## src/rtl/pulse_param_loader_if.sv

```systemverilog
// pulse_param_loader_if: byte stream from the UART receiver into the loader, plus the per-frame result strobes.
// Ports: rx_data/rx_valid (byte and its one-cycle strobe), cmd_ack/cmd_err (one-cycle frame verdict).
// master = byte source / verdict consumer, slave = the loader.
interface pulse_param_loader_if;
  logic [7:0] rx_data;
  logic       rx_valid;
  logic       cmd_ack;
  logic       cmd_err;

  modport master (output rx_data, output rx_valid, input cmd_ack, input cmd_err);
  modport slave  (input rx_data, input rx_valid, output cmd_ack, output cmd_err);
endinterface

```

## src/rtl/pulse_param_loader.sv

```systemverilog
// pulse_param_loader: decodes SYNC/ADDR/B0..B3[/CHK] frames into shadow registers; APPLY copies all shadows to live at once.
// Latency: write and cmd_ack/cmd_err land two clk edges after the edge that drives the last byte's strobe.
// No backpressure: rx_valid is always accepted; a byte strobed during COMMIT is decoded as in HUNT.
// Ports: clk, resetn (async active-low), rx (interface slave), live timing outputs per..bl.
// Optional feature: define PARAM_CHECKSUM_EN to require a trailing XOR checksum byte on every frame.
module pulse_param_loader #(
  parameter logic [7:0]  SYNC_BYTE   = 8'hA5,
  parameter logic [23:0] TIMEOUT_CYC = 24'd120000,
  parameter logic [31:0] PER_RST     = 32'd200000,
  parameter logic [15:0] WID_RST     = 16'd20,
  parameter logic [15:0] DEL_RST     = 16'd200
) (
  input  logic                clk,
  input  logic                resetn,
  pulse_param_loader_if.slave rx,
  output logic [31:0]         per,
  output logic [15:0]         p1wid,
  output logic [15:0]         del,
  output logic [15:0]         p2wid,
  output logic [15:0]         p1wid2,
  output logic [15:0]         del2,
  output logic [15:0]         p2wid2,
  output logic [15:0]         p1st2,
  output logic [15:0]         nut_d,
  output logic [7:0]          nut_w,
  output logic [6:0]          pr_att,
  output logic                cp,
  output logic                bl
);

  localparam logic [7:0] A_MODE  = 8'h0B;
  localparam logic [7:0] A_APPLY = 8'h0F;

`ifdef PARAM_CHECKSUM_EN
  typedef enum logic [2:0] {S_HUNT, S_ADDR, S_DATA, S_CHK, S_COMMIT} state_t;
`else
  typedef enum logic [2:0] {S_HUNT, S_ADDR, S_DATA, S_COMMIT} state_t;
`endif

  state_t      state, state_nxt;
  logic [7:0]  addr;
  logic [31:0] pay;
  logic [1:0]  bcnt;
  logic [23:0] tmo_cnt;
  logic        chk_bad;
  logic        in_frame, tmo_hit, addr_ok, commit_ok, commit_bad;

  // Shadow copies of every live register.
  logic [31:0] sh_per;
  logic [15:0] sh_p1wid, sh_del, sh_p2wid, sh_p1wid2, sh_del2, sh_p2wid2, sh_p1st2, sh_nut_d;
  logic [7:0]  sh_nut_w;
  logic [6:0]  sh_pr_att;
  logic        sh_cp, sh_bl;

  always_comb begin
    state_nxt  = state;
`ifdef PARAM_CHECKSUM_EN
    in_frame   = (state == S_ADDR) || (state == S_DATA) || (state == S_CHK);
`else
    in_frame   = (state == S_ADDR) || (state == S_DATA);
`endif
    // An arriving byte takes priority over an expiring timeout in the same cycle.
    tmo_hit    = in_frame && !rx.rx_valid && (tmo_cnt >= TIMEOUT_CYC - 24'd1);
    addr_ok    = (addr <= A_MODE) || (addr == A_APPLY);
    commit_ok  = (state == S_COMMIT) && addr_ok && !chk_bad;
    commit_bad = (state == S_COMMIT) && !(addr_ok && !chk_bad);

    case (state)
      S_HUNT, S_COMMIT: begin
        // COMMIT behaves like HUNT for incoming bytes so a back-to-back SYNC is not lost.
        if (rx.rx_valid && (rx.rx_data == SYNC_BYTE)) state_nxt = S_ADDR;
        else                                          state_nxt = S_HUNT;
      end
      S_ADDR: if (rx.rx_valid) state_nxt = S_DATA;
      S_DATA: begin
        if (rx.rx_valid && (bcnt == 2'd3)) begin
`ifdef PARAM_CHECKSUM_EN
          state_nxt = S_CHK;
`else
          state_nxt = S_COMMIT;
`endif
        end
      end
`ifdef PARAM_CHECKSUM_EN
      S_CHK:  if (rx.rx_valid) state_nxt = S_COMMIT;
`endif
      default: state_nxt = S_HUNT;
    endcase

    if (tmo_hit) state_nxt = S_HUNT;
  end

  always_ff @(posedge clk or negedge resetn) begin
    if (!resetn) state <= S_HUNT;
    else         state <= state_nxt;
  end

  // Frame capture and idle timeout.
  always_ff @(posedge clk or negedge resetn) begin
    if (!resetn) begin
      addr    <= 8'd0;
      pay     <= 32'd0;
      bcnt    <= 2'd0;
      tmo_cnt <= 24'd0;
    end else begin
      if (!in_frame || rx.rx_valid) tmo_cnt <= 24'd0;
      else                          tmo_cnt <= tmo_cnt + 24'd1;

      if (rx.rx_valid && (state == S_ADDR)) begin
        addr <= rx.rx_data;
        bcnt <= 2'd0;
      end else if (rx.rx_valid && (state == S_DATA)) begin
        pay[{bcnt, 3'b000} +: 8] <= rx.rx_data;
        bcnt                     <= bcnt + 2'd1;
      end
      if (tmo_hit) bcnt <= 2'd0;
    end
  end

`ifdef PARAM_CHECKSUM_EN
  logic [7:0] chk_acc;

  always_ff @(posedge clk or negedge resetn) begin
    if (!resetn) begin
      chk_acc <= 8'd0;
      chk_bad <= 1'b0;
    end else if (rx.rx_valid) begin
      case (state)
        S_ADDR: begin
          chk_acc <= rx.rx_data;
          chk_bad <= 1'b0;
        end
        S_DATA:  chk_acc <= chk_acc ^ rx.rx_data;
        S_CHK:   chk_bad <= (rx.rx_data != chk_acc);
        default: ;
      endcase
    end
  end
`else
  assign chk_bad = 1'b0;
`endif

  // Commit: shadow writes, atomic APPLY, and the one-cycle verdict strobes.
  always_ff @(posedge clk or negedge resetn) begin
    if (!resetn) begin
      rx.cmd_ack <= 1'b0;
      rx.cmd_err <= 1'b0;
      sh_per <= PER_RST;  sh_p1wid <= WID_RST; sh_del <= DEL_RST;  sh_p2wid <= WID_RST;
      sh_p1wid2 <= WID_RST; sh_del2 <= DEL_RST; sh_p2wid2 <= WID_RST; sh_p1st2 <= 16'd0;
      sh_nut_w <= 8'd0; sh_nut_d <= 16'd0; sh_pr_att <= 7'd0; sh_cp <= 1'b0; sh_bl <= 1'b0;
      per <= PER_RST;  p1wid <= WID_RST; del <= DEL_RST;  p2wid <= WID_RST;
      p1wid2 <= WID_RST; del2 <= DEL_RST; p2wid2 <= WID_RST; p1st2 <= 16'd0;
      nut_w <= 8'd0; nut_d <= 16'd0; pr_att <= 7'd0; cp <= 1'b0; bl <= 1'b0;
    end else begin
      rx.cmd_ack <= commit_ok;
      rx.cmd_err <= commit_bad || tmo_hit;
      if (commit_ok) begin
        case (addr)
          8'h00: sh_per    <= pay;
          8'h01: sh_p1wid  <= pay[15:0];
          8'h02: sh_del    <= pay[15:0];
          8'h03: sh_p2wid  <= pay[15:0];
          8'h04: sh_p1wid2 <= pay[15:0];
          8'h05: sh_del2   <= pay[15:0];
          8'h06: sh_p2wid2 <= pay[15:0];
          8'h07: sh_p1st2  <= pay[15:0];
          8'h08: sh_nut_w  <= pay[7:0];
          8'h09: sh_nut_d  <= pay[15:0];
          8'h0A: sh_pr_att <= pay[6:0];
          A_MODE: begin
            sh_cp <= pay[0];
            sh_bl <= pay[1];
          end
          A_APPLY: begin
            per <= sh_per;  p1wid <= sh_p1wid; del <= sh_del;  p2wid <= sh_p2wid;
            p1wid2 <= sh_p1wid2; del2 <= sh_del2; p2wid2 <= sh_p2wid2; p1st2 <= sh_p1st2;
            nut_w <= sh_nut_w; nut_d <= sh_nut_d; pr_att <= sh_pr_att; cp <= sh_cp; bl <= sh_bl;
          end
          default: ;
        endcase
      end
    end
  end

endmodule
```

## src/flat_wrapper.sv

```systemverilog
// flat-port wrapper written by rule: the top's interface ports become plain ports
module pulse_param_loader_flat 
#(
  parameter logic [7:0]  SYNC_BYTE   = 8'hA5,
  parameter logic [23:0] TIMEOUT_CYC = 24'd120000,
  parameter logic [31:0] PER_RST     = 32'd200000,
  parameter logic [15:0] WID_RST     = 16'd20,
  parameter logic [15:0] DEL_RST     = 16'd200
)
  (clk, resetn, per, p1wid, del, p2wid, p1wid2, del2, p2wid2, p1st2, nut_d, nut_w, pr_att, cp, bl, rx_rx_data, rx_rx_valid, rx_cmd_ack, rx_cmd_err);
  pulse_param_loader_if rx_i ();
  input  logic clk;
  input  logic resetn;
  output logic [31:0] per;
  output logic [15:0] p1wid;
  output logic [15:0] del;
  output logic [15:0] p2wid;
  output logic [15:0] p1wid2;
  output logic [15:0] del2;
  output logic [15:0] p2wid2;
  output logic [15:0] p1st2;
  output logic [15:0] nut_d;
  output logic [7:0] nut_w;
  output logic [6:0] pr_att;
  output logic cp;
  output logic bl;
  input wire logic [$bits(rx_i.rx_data)-1:0] rx_rx_data;
  input wire logic [$bits(rx_i.rx_valid)-1:0] rx_rx_valid;
  output wire logic [$bits(rx_i.cmd_ack)-1:0] rx_cmd_ack;
  output wire logic [$bits(rx_i.cmd_err)-1:0] rx_cmd_err;
  assign rx_i.rx_data = rx_rx_data;
  assign rx_i.rx_valid = rx_rx_valid;
  assign rx_cmd_ack = rx_i.cmd_ack;
  assign rx_cmd_err = rx_i.cmd_err;
  pulse_param_loader #(.SYNC_BYTE(SYNC_BYTE), .TIMEOUT_CYC(TIMEOUT_CYC), .PER_RST(PER_RST), .WID_RST(WID_RST), .DEL_RST(DEL_RST)) u_core (.clk(clk), .resetn(resetn), .rx(rx_i), .per(per), .p1wid(p1wid), .del(del), .p2wid(p2wid), .p1wid2(p1wid2), .del2(del2), .p2wid2(p2wid2), .p1st2(p1st2), .nut_d(nut_d), .nut_w(nut_w), .pr_att(pr_att), .cp(cp), .bl(bl));
endmodule
```

## config.mk

```make
export PLATFORM = sky130hd
export DESIGN_NAME = pulse_param_loader_flat
export DESIGN_NICKNAME = d
export VERILOG_FILES = /design/src/rtl/pulse_param_loader_if.sv /design/src/rtl/pulse_param_loader.sv /design/src/flat_wrapper.sv
export SDC_FILE = /design/constraint.sdc
export NUM_CORES = 1
export LEC_CHECK = 0
export BUFFER_PORTS_ARGS = -buffer_cell sky130_fd_sc_hd__buf_2
export CORE_ASPECT_RATIO = 0.75
export CORE_MARGIN = 1.5
export CORE_UTILIZATION = 55
export CTS_BUF_LIST = sky130_fd_sc_hd__clkbuf_8
export DETAILED_ROUTE_END_ITERATION = 12
export PLACE_DENSITY_LB_ADDON = 0.15
export SETUP_SLACK_MARGIN = 0.5
export SYNTH_ARGS = -nofsm -noshare
export SYNTH_HDL_FRONTEND = slang
export SYNTH_SLANG_ARGS = --single-unit
export TNS_END_PERCENT = 5
```

## constraint.sdc

```tcl
create_clock -name clk -period 5.91 [get_ports clk]
set_input_delay 0.591 -clock clk [delete_from_list [all_inputs] [get_ports clk]]
set_output_delay 0.591 -clock clk [all_outputs]
set_load 0.02 [all_outputs]
```

==> results.py, run 1 <==
metrics = {
    "outcome": {
        "status": "complete, no violations",
    },
    "cells_and_area": {
        "final_cells": 2129,
        "fin_nets": 1699,
        "final_common_cell": "nand2_1",
        "drive_gt1_frac": 0.303,
        "area_delta_synth_final_pct": 14.6,
        "layout_common_cells": "613 x nand2_1, 384 x dfrtp_1, 188 x buf_2, 147 x mux2_2, 87 x clkbuf_8",
        "diodes": 0,
    },
    "floorplanning": {
        "die_h_um": 155,
        "start_util": 0.559,
        "dieArea_um2": 31700,
        "fp-row-count": 55,
        "io_pins": 190,
        "die_width_um": 205,
        "core_um2": 30100,
    },
    "worst_setup_path": {
        "critPathKind": "reg2reg",
        "crit_arrival_ps": 3010,
        "worst_setup_path_start_kind": "flop",
        "endpoint_kind": "flop",
        "critical_path_required_ps": 6420,
        "crit_path_max_fanout": 78,
    },
    "cts": {
        "cts_tree": "yes",
        "cts_buffers": 67,
        "postCtsSetupRepairBufs": 0,
        "clk_pin_slew_ps": 70,
        "cts.repair.resized": 0,
        "cts_max_level": 3,
        "cts_hold_buffers": 0,
        "clockRootBuffer": "clkbuf_8",
        "cts_buffer_depth": 3,
        "cts_sinks": 424,
        "clk_latency_ps": 590,
    },
    "sta": {
        "fmax_ghz": 0.400,
        "period_share": 0.423,
        "layout_min_cycle_time_ps": 2500,
        "slew_violations": 0,
        "fin_skew_ps": 19.1,
        "rsz0062_at_grt": "false",
        "fin_tns_setup_ps": 0,
        "worst_pin_slew_ps": 1070,
        "slew-limit-headroom": 0.285,
        "hold_viol": 0,
        "holdWs_ps": 151,
        "setup_viol": 0,
    },
    "hold_path": {
        "hold_path_class": "in2async",
    },
    "synthesis": {
        "synthSimpleGateAreaFrac": 0.171,
        "yosys.area_share.adder": 0.00669,
        "ys.flop_type": "dfrtp_1",
        "synth_top_family_by_area": "simple AND/OR/NAND/NOR gates",
        "syn_area_per_cell_um2": 11.3,
        "synth_cells": 1492,
        "synth_compound_area_frac": 0.0233,
        "synth-warning-count": 0,
        "ys_seq_elements": 424,
        "postSynthNetCount": 1512,
        "synth_xor_area_frac": 0.00572,
        "synth_cell_types": 53,
        "ys_seq_area_frac": 0.633,
        "synth.area.mux_share": 0.132,
        "netlist_area_um2": 16800,
        "async_flop_share": 1.00,
        "synth-edff-count": 0,
    },
    "place": {
        "gp_congestion": 0.774,
        "dp.cells": 2009,
        "dp_hpwl_mm": 24.1,
        "io_buffers": 189,
    },
    "route": {
        "wire_per_inst_um": 18.4,
        "num_vias": 11200,
        "first_pass_iters": 5,
        "via_per_inst": 5.27,
        "ant_nets": 0,
        "drt_first_iter_violations": 790,
        "drc": 0,
        "wirelength_mm": 39.2,
    },
    "global_route": {
        "overflow": 0,
        "grt_use_total": 0.256,
        "antenna_found_initial": 1,
        "grt_pass1_vias": 11000,
        "grt_max_degree": 151,
        "grt_pass1_wl_mm": 62.1,
    },
    "power": {
        "ir_drop_v": 0.000176,
        "p_leak_nw": 10.6,
        "power_density_nw_per_um2": 346,
    },
    "job": {
        "drv_cap": 0,
    },
}
==> synthesized netlist by cell type, types with 9 or more instances <==
cell | n | share of area
a21oi_1 | 16 | 0.0048
buf_2 | 34 | 0.010
clkbuf_1 | 28 | 0.0062
dfrtp_1 | 384 | 0.57
dfstp_2 | 40 | 0.062
ha_1 | 9 | 0.0067
inv_1 | 11 | 0.0025
mux2_2 | 147 | 0.098
mux2_4 | 30 | 0.027
nand2_1 | 613 | 0.14
nor2_1 | 19 | 0.0042
o21ai_0 | 43 | 0.013
or3_1 | 10 | 0.0037
==> critical path, stage by stage, from the launching register on <==
cell     delay (ps)
dfrtp_1         420
ha_1            290
nand3_1         300
or3_4           390
buf_4           730
nand2_1         140
nand2_1          90
==> power breakdown <==
group          internal [W]  switching, W  leakage [nW]
clock network       0.00132       0.00111         0.782
logic              0.000269      0.000354          4.08
registers           0.00316      0.000469          5.74
total               0.00475       0.00194          10.6
==> registers in the layout, summed over array words and instances, names as in the netlist, 24 cells and up <==
name / cells
u_core.pay: 32
u_core.per: 32
u_core.sh_per: 32
u_core.tmo_cnt: 24
==> through the flow <==
step,utilization,power (W),cell area (um^2),worst slack (ps)
after floorplan,-,0.00389,16800,3700
after global placement,0.596,0.00426,18000,3450
final,0.640,0.00668,19300,3410
after CTS,0.640,0.00675,19300,3420
after detailed placement,0.596,0.00430,18000,3420
after global routing,0.640,0.00698,19300,3210
==> kinds of logic (layout without fill, tap and decap cells) <==
kind of cell | after synthesis | count (layout)
and+or+nand+nor | 700 | 700
xor gates and xnor gates | 11 | 11
adders and majority gates | 9 | 9
buffers and inverters | 90 | 328
AOI/OAI and AO/OA | 71 | 71
DFF | 424 | 424
muxes | 187 | 187
==> metal layers <==
metal / routed length, um / global-route usage / vias up / part of all wire
met5: 0 / 0 / - / 0
li1: - / - / 5232 / -
met4: 733 / 0.0845 / 0 / 0.019
met2: 17200 / 0.373 / 288 / 0.44
met3: 1900 / 0.0432 / 60 / 0.048
met1: 19300 / 0.392 / 5631 / 0.49
==> worst paths after layout <==
| kind | startpoint | endpoint | slack (ps) | cells past startpoint |
|---|---|---|---|---|
| worst max-delay path | u_core.state[0]$_DFFE_PN0P_ | u_core.per[7]$_DFFE_PN0P_ | 3410 | 6 |
| worst min-delay path | resetn | u_core.sh_pr_att[2]$_DFFE_PN0P_ | 150 | 1 |
| worst max register to register | u_core.state[0]$_DFFE_PN0P_ | u_core.per[7]$_DFFE_PN0P_ | 3410 | 6 |
| worst min register to register | u_core.p2wid2[4]$_DFFE_PN1P_ | u_core.p2wid2[4]$_DFFE_PN1P_ | 450 | 2 |
| max in group asynchronous | resetn | u_core.del2[11]$_DFFE_PN0P_ | 4390 | 2 |
| min in group clk | rx_rx_data[0] | u_core.pay[0]$_DFFE_PN0P_ | 330 | 3 |
==> area by class of cell <==
cell class                 count  area [um^2]
clock inverter                33          139
multi-input combinational    978         5710
clock buffer                  87         1200
inverter                      11         41.3
timing repair buffer         197         1040
sequential                   424        10700
fill                        2481        10900
tap                          399          499
No activity file was read; power rests on OpenSTA's default activity.
==> run 2: changes to the inputs <==
Settings changed: ABC_AREA set to 1.
Clock period 5.91 ns to 2.6 ns, I/O delays scaled along.
==> run 2 against run 1 <==
Against the previous run: combinational power increased to 4.7 times the previous value; sequential share of layout area shrank 1.6 points; critical path depth is 3 higher; worst setup slack got worse by 2800 ps; core utilization is 1.5 points higher; first-iteration DRC count increased by 28%; global-route usage fell by 0.15 points; die area increased by 1.2%; worst hold slack got worse by 70 ps; register-to-register slack lost 2800 ps; synthesized area is 1.2% higher; highest routed layer unchanged.
==> results.py, run 2 <==
metrics = {
    "outcome": {
        "status": "complete, no violations",
    },
    "power": {
        "p_int_w": 0.0109,
        "power_switching_share": 0.318,
        "ir_drop_v": 0.000518,
        "p_clk_frac": 0.325,
        "power_density_nw_per_um2": 804,
        "switchingPower_w": 0.00509,
        "p_leak_nw": 9.39,
        "power_w": 0.0160,
        "power_frac_comb": 0.182,
        "seqPwrFrac": 0.493,
    },
    "cells_and_area": {
        "fin_nets": 2034,
        "regArea_um2": 10700,
        "layout_common_cells": "430 x nand2_1, 383 x dfrtp_1, 291 x inv_1, 263 x o21ai_0, 188 x buf_2",
        "multiInputGateArea_um2": 5010,
        "area_delta_synth_final_pct": 16.6,
        "drive_gt1_frac": 0.202,
        "num-fill-cells": 2529,
        "fin_area_um2": 19900,
        "largestRegisters": "u_core.pay (32), u_core.per (32), u_core.sh_per (32)",
        "diodes": 0,
        "final_common_cell": "nand2_1",
    },
    "sta": {
        "fmax_ghz": 0.510,
        "fin_tns_setup_ps": 0,
        "setup_viol": 0,
        "period_share": 0.755,
        "hold_viol": 0,
        "rsz0062_at_grt": "false",
        "fin_skew_ps": 12.6,
        "layout_min_cycle_time_ps": 1960,
        "slew_violations": 0,
        "slew-limit-headroom": 0.403,
        "worst_pin_slew_ps": 895,
    },
    "worst_setup_path": {
        "endpoint_kind": "flop",
        "crit_path_max_fanout": 16,
        "crit_start": "u_core.addr[4]$_DFFE_PN0P_",
        "reg2reg_from": "u_core.addr[4]$_DFFE_PN0P_",
        "critical_path_required_ps": 3060,
        "worst_setup_path_start_kind": "flop",
        "critPathKind": "reg2reg",
        "crit_arrival_ps": 2420,
    },
    "hold_path": {
        "hold_path_class": "in2reg",
        "hold_start": "rx_rx_valid",
    },
    "synthesis": {
        "synth_top_area_cell": "dfrtp_1",
        "synth_cell_types": 33,
        "syn_area_per_cell_um2": 9.47,
        "yosys.area.top_type_share": 0.564,
        "synth-warning-count": 0,
        "postSynthNetCount": 1819,
        "synth.most_common_cell": "nand2_1",
        "synth-edff-count": 0,
        "ys_seq_area_frac": 0.626,
        "async_flop_share": 1.00,
        "ys_seq_elements": 424,
        "netlist_top_cells_count": "430 x nand2_1, 384 x dfrtp_1, 263 x o21ai_0",
        "ys_top_cells_by_area": "dfrtp_1 56%, nand2_1 9.5%, o21ai_0 7.7%",
        "ys.flop_type": "dfrtp_1",
        "netlist_area_um2": 17000,
        "synth_cells": 1799,
    },
    "cts": {
        "cts_buffer_depth": 3,
        "cts_sinks": 424,
        "clk_pin_slew_ps": 70,
        "cts_tree": "yes",
        "cts_buffers": 61,
        "cts_max_level": 2,
        "clockRootBuffer": "clkbuf_8",
        "clk_latency_ps": 620,
    },
    "global_route": {
        "grt_use_total": 0.255,
        "overflow": 0,
        "grt_pass1_wl_mm": 63.5,
        "grt_max_degree": 119,
        "grt_pass1_vias": 11600,
        "antenna_found_initial": 2,
    },
    "place": {
        "gp_congestion": 0.824,
        "place_area_um2": 18400,
        "io_buffers": 189,
        "dp_hpwl_mm": 25.5,
    },
    "floorplanning": {
        "start_util": 0.561,
        "dieArea_um2": 32100,
        "fp-row-count": 55,
        "die_width_um": 206,
        "io_pins": 190,
        "core_um2": 30300,
        "die_h_um": 155,
    },
    "route": {
        "via_per_inst": 5.13,
        "wirelength_mm": 40.8,
        "wire_per_inst_um": 16.6,
        "drc": 0,
        "ant_nets": 0,
        "num_vias": 12600,
        "drt_first_iter_violations": 1009,
        "first_pass_iters": 5,
    },
    "job": {
        "drv_cap": 0,
    },
}
==> run 2: path summary, 6_finish.rpt <==
kind	slack, ps	cells after the start	to
worst max register to register	640	9	u_core.sh_del[2]$_DFFE_PN0P_
worst max-delay path	640	9	u_core.sh_del[2]$_DFFE_PN0P_
worst min-delay path	80	5	u_core.state[0]$_DFFE_PN0P_
worst min register to register	460	1	u_core.tmo_cnt[0]$_DFF_PN0_
max in group asynchronous	1460	4	u_core.nut_d[4]$_DFFE_PN0P_
min in group asynchronous	200	2	u_core.per[12]$_DFFE_PN0P_
==> run 2: kinds of logic (layout without fill, tap and decap cells) <==
group,after synthesis,after routing,share of synthesized area
xor gates and xnor gates,1,1,0.000514
DFF,424,424,0.626
muxes,1,1,0.000661
and+or+nand+nor,590,595,0.148
buffers and inverters,350,611,0.0870
adders and majority gates,9,9,0.00661
AOI/OAI and AO/OA,424,424,0.132
==> run 2: routing by layer <==
layer | vias up | global-route usage | wire, um
met5 | - | 0 | 0
met4 | 0 | 0.0556 | 481
met3 | 43 | 0.0459 | 2430
met2 | 338 | 0.375 | 17900
met1 | 6109 | 0.394 | 20000
li1 | 6143 | - | -
==> run 2: through the flow <==
stage / utilization / cells / setup WS (ps) / hold WS (ps)
after floorplan: - / 1799 / 779 / -35.6
after global placement: 0.607 / 2332 / 441 / 255
after detailed placement: 0.607 / 2332 / 348 / 259
after CTS: 0.652 / 2460 / 508 / 42.8
after global routing: 0.655 / 2464 / 499 / 80.2
final: 0.655 / 2464 / 638 / 80.7
==> run 2: worst max-delay path, cell delays in order, from the launching register on <==
cell	delay [ps]
dfrtp_1	380
nor2_2	160
nand2_4	120
clkinv_8	160
nand2_8	80
nor2_8	150
buf_6	280
nand3_4	240
nand2_1	130
o21ai_0	90
==> run 2: cell type report <==
| type | count | area share |
|---|---|---|
| clock buffers | 79 | 0.0547 |
| clock inverters | 35 | 0.00699 |
| inverters | 262 | 0.0501 |
| multi-input cells | 1030 | 0.252 |
| flip-flops and latches | 424 | 0.536 |
| well taps | 399 | 0.0251 |
| repair buffers | 235 | 0.0744 |
==> run 2: repair_timing <==
action / CTS / global route
gates resized for setup: 1 / 10
buffers inserted: 4 / 0
setup endpoints to repair: 64 / 48
pin swaps: 1 / 4
hold endpoints to repair: 76 / 0
gates cloned: 1 / 4
hold buffers: 9 / 0
==> run 2: power groups by stage <==
stage	logic, W	clock network, W	registers [W]
final	0.00292	0.00519	0.00788
after detailed placement	0.00280	0	0.00796
after floorplan	0.00174	0	0.00787
after global placement	0.00274	0	0.00793
after CTS	0.00283	0.00530	0.00786
after global routing	0.00326	0.00561	0.00797
==> run 3: changes to the inputs <==
Clock period 2.6 ns to 2.05 ns, I/O delays scaled along.
==> run 3 against run 2 <==
Against the previous run: clock-buffer cell count increased by 4; maximum frequency increased by 6.5%; highest routed layer is now met5; register-to-register slack got worse by 430 ps; largest cell class unchanged; first-iteration DRC count increased by 37%; critical path type unchanged; wire length increased by 19%; non-clock buffer count increased by 49; global-route usage increased by 4.1 points; critical path depth unchanged; via count increased by 8.4%.
==> results.py, run 3 (synthesis results as in run 2) <==
metrics = {
    "sta": {
        "setup_viol": 0,
        "fin_tns_setup_ps": 0,
        "hold_viol": 0,
        "fin_skew_ps": 16.9,
        "fmax_ghz": 0.543,
        "slew-limit-headroom": 0.442,
        "layout_min_cycle_time_ps": 1840,
        "rsz0062_at_grt": "true",
        "worst_pin_slew_ps": 836,
        "period_share": 0.898,
        "slew_violations": 0,
    },
    "cells_and_area": {
        "regArea_um2": 10700,
        "num-fill-cells": 2307,
        "drive_gt1_frac": 0.255,
        "layout_common_cells": "416 x nand2_1, 381 x dfrtp_1, 278 x inv_1, 254 x o21ai_0, 188 x buf_2",
        "area_delta_synth_final_pct": 24.7,
        "fin_nets": 2093,
        "largestRegisters": "u_core.pay (32), u_core.per (32), u_core.sh_per (32)",
        "final_common_cell": "nand2_1",
        "multiInputGateArea_um2": 5360,
        "final_cells": 2521,
    },
    "power": {
        "p_clk_frac": 0.321,
        "switchingPower_w": 0.00721,
        "power_density_nw_per_um2": 1020,
        "power_frac_comb": 0.217,
        "p_int_w": 0.0145,
        "power_switching_share": 0.333,
        "ir_drop_v": 0.000556,
        "seqPwrFrac": 0.462,
        "p_leak_nw": 9.98,
    },
    "worst_setup_path": {
        "cp_slowest_cell": "dfrtp_1",
        "endpoint_kind": "flop",
        "worst_setup_path_start_kind": "flop",
        "critical_path_required_ps": 2580,
        "cpPeakStageDelay_ps": 390,
        "crit_path_max_fanout": 11,
        "cp_cell_sequence": "nor2_2 > nand2_4 > nor3_4 > nand3_4 > buf_12 > buf_12 > buf_12 > buf_16 > o21ai_1",
        "cp_common_cell": "buf_12",
        "critPathKind": "reg2reg",
        "crit_arrival_ps": 2370,
    },
    "global_route": {
        "grt_use_total": 0.295,
        "grt_pass1_wl_mm": 71.8,
        "grt_pass1_vias": 12800,
        "overflow": 0,
        "grt_max_degree": 127,
        "antenna_found_initial": 2,
    },
    "floorplanning": {
        "core_um2": 30300,
        "die_h_um": 155,
        "io_pins": 190,
        "dieArea_um2": 32100,
        "start_util": 0.561,
        "die_width_um": 206,
        "fp-row-count": 55,
    },
    "route": {
        "first_pass_iters": 5,
        "drt_first_iter_violations": 1387,
        "wire_per_inst_um": 19.2,
        "num_vias": 13700,
        "via_per_inst": 5.43,
        "wirelength_mm": 48.4,
        "drc": 0,
        "ant_nets": 0,
    },
    "cts": {
        "cts_sinks": 424,
        "clockRootBuffer": "clkbuf_8",
        "clk_latency_ps": 600,
        "cts_buffers": 67,
        "cts_max_level": 3,
        "cts_buffer_depth": 3,
        "cts_tree": "yes",
        "clk_pin_slew_ps": 60,
    },
    "place": {
        "dp.cells": 2327,
        "dp_hpwl_mm": 25.9,
        "gp_congestion": 0.857,
        "io_buffers": 189,
    },
    "outcome": {
        "status": "complete, no violations",
    },
    "job": {
        "drv_cap": 0,
    },
    "hold_path": {
        "hold_path_class": "in2reg",
    },
}
## run 3: cell count changes in the layout (fill, tap and decap cells not counted), moves of 8 or more
cell,previous run,this run
o21ai_2,32,49
buf_16,0,16
nand2_1,430,416
inv_1,291,278
buf_4,24,35
nand2_2,9,19
buf_6,1,10
o21ai_0,263,254
o21ai_1,111,103
## run 3: worst paths after layout
kind | startpoint | to | slack [ps] | cells after the start
max | u_core.addr[5]$_DFFE_PN0P_ | u_core.p1wid2[2]$_DFFE_PN1P_ | 210 | 9
min | rx_rx_valid | u_core.state[0]$_DFFE_PN0P_ | 110 | 5
max reg2reg | u_core.addr[5]$_DFFE_PN0P_ | u_core.p1wid2[2]$_DFFE_PN1P_ | 210 | 9
min reg2reg | u_core.sh_p2wid2[4]$_DFFE_PN1P_ | u_core.p2wid2[4]$_DFFE_PN1P_ | 460 | 2
max in group asynchronous | resetn | u_core.sh_p1wid2[2]$_DFFE_PN1P_ | 1120 | 3
min in group asynchronous | resetn | u_core.per[22]$_DFFE_PN0P_ | 140 | 2
## run 3: power groups by stage
stage,combinational (W),sequential [W],clock [W]
6_report,0.00471,0.0100,0.00696
3_3_place_gp,0.00353,0.0101,0
2_1_floorplan,0.00226,0.00999,0
3_5_place_dp,0.00362,0.0101,0
5_1_grt,0.00512,0.0101,0.00745
4_1_cts,0.00410,0.00997,0.00709
## run 3: worst max-delay path, delay by kind of cell (launching register included)
kind                   cells  cell delay, ps
AND/OR/NAND/NOR            4             670
flip-flops                 1             390
buffers and inverters      4             600
AO/OA/AOI/OAI              1             120
## run 3: final cells by class
cell class	count	area share
Inverter	262	0.0475
Multi-Input combinational cell	1034	0.252
Clock inverter	34	0.00730
Clock buffer	83	0.0538
Timing Repair Buffer	284	0.113
Sequential cell	424	0.502
Tap cell	399	0.0235
Antenna cell	1	0.000118
## run 3: stage by stage
stage | utilization | setup slack (ps) | hold WS [ps] | area [um^2] | power, W
after floorplan | - | 402 | -90.6 | 17100 | 0.0122
after global placement | 0.606 | 196 | 177 | 18400 | 0.0136
after detailed placement | 0.606 | 144 | 174 | 18400 | 0.0137
after CTS | 0.679 | 305 | 59.0 | 20600 | 0.0212
after global routing | 0.700 | 156 | 101 | 21200 | 0.0227
final | 0.700 | 208 | 107 | 21200 | 0.0217
## run 3: timing repair
action,in CTS,in global routing
endpoints found under the hold margin,193,0
hold buffers,9,0
gates resized for setup,68,66
setup endpoints to repair,396,415
gates cloned,18,11
pin swaps,16,14
buffers inserted,23,15
## run 3: layer usage
metal / vias to the layer above / wire length, um / share of wire / global-route usage
li1: 6283 / - / - / -
met1: 6742 / 22100 / 0.46 / 0.440
met2: 568 / 21000 / 0.43 / 0.423
met3: 105 / 3890 / 0.080 / 0.0654
met4: 2 / 1390 / 0.029 / 0.112
met5: - / 13 / 0.00027 / 0
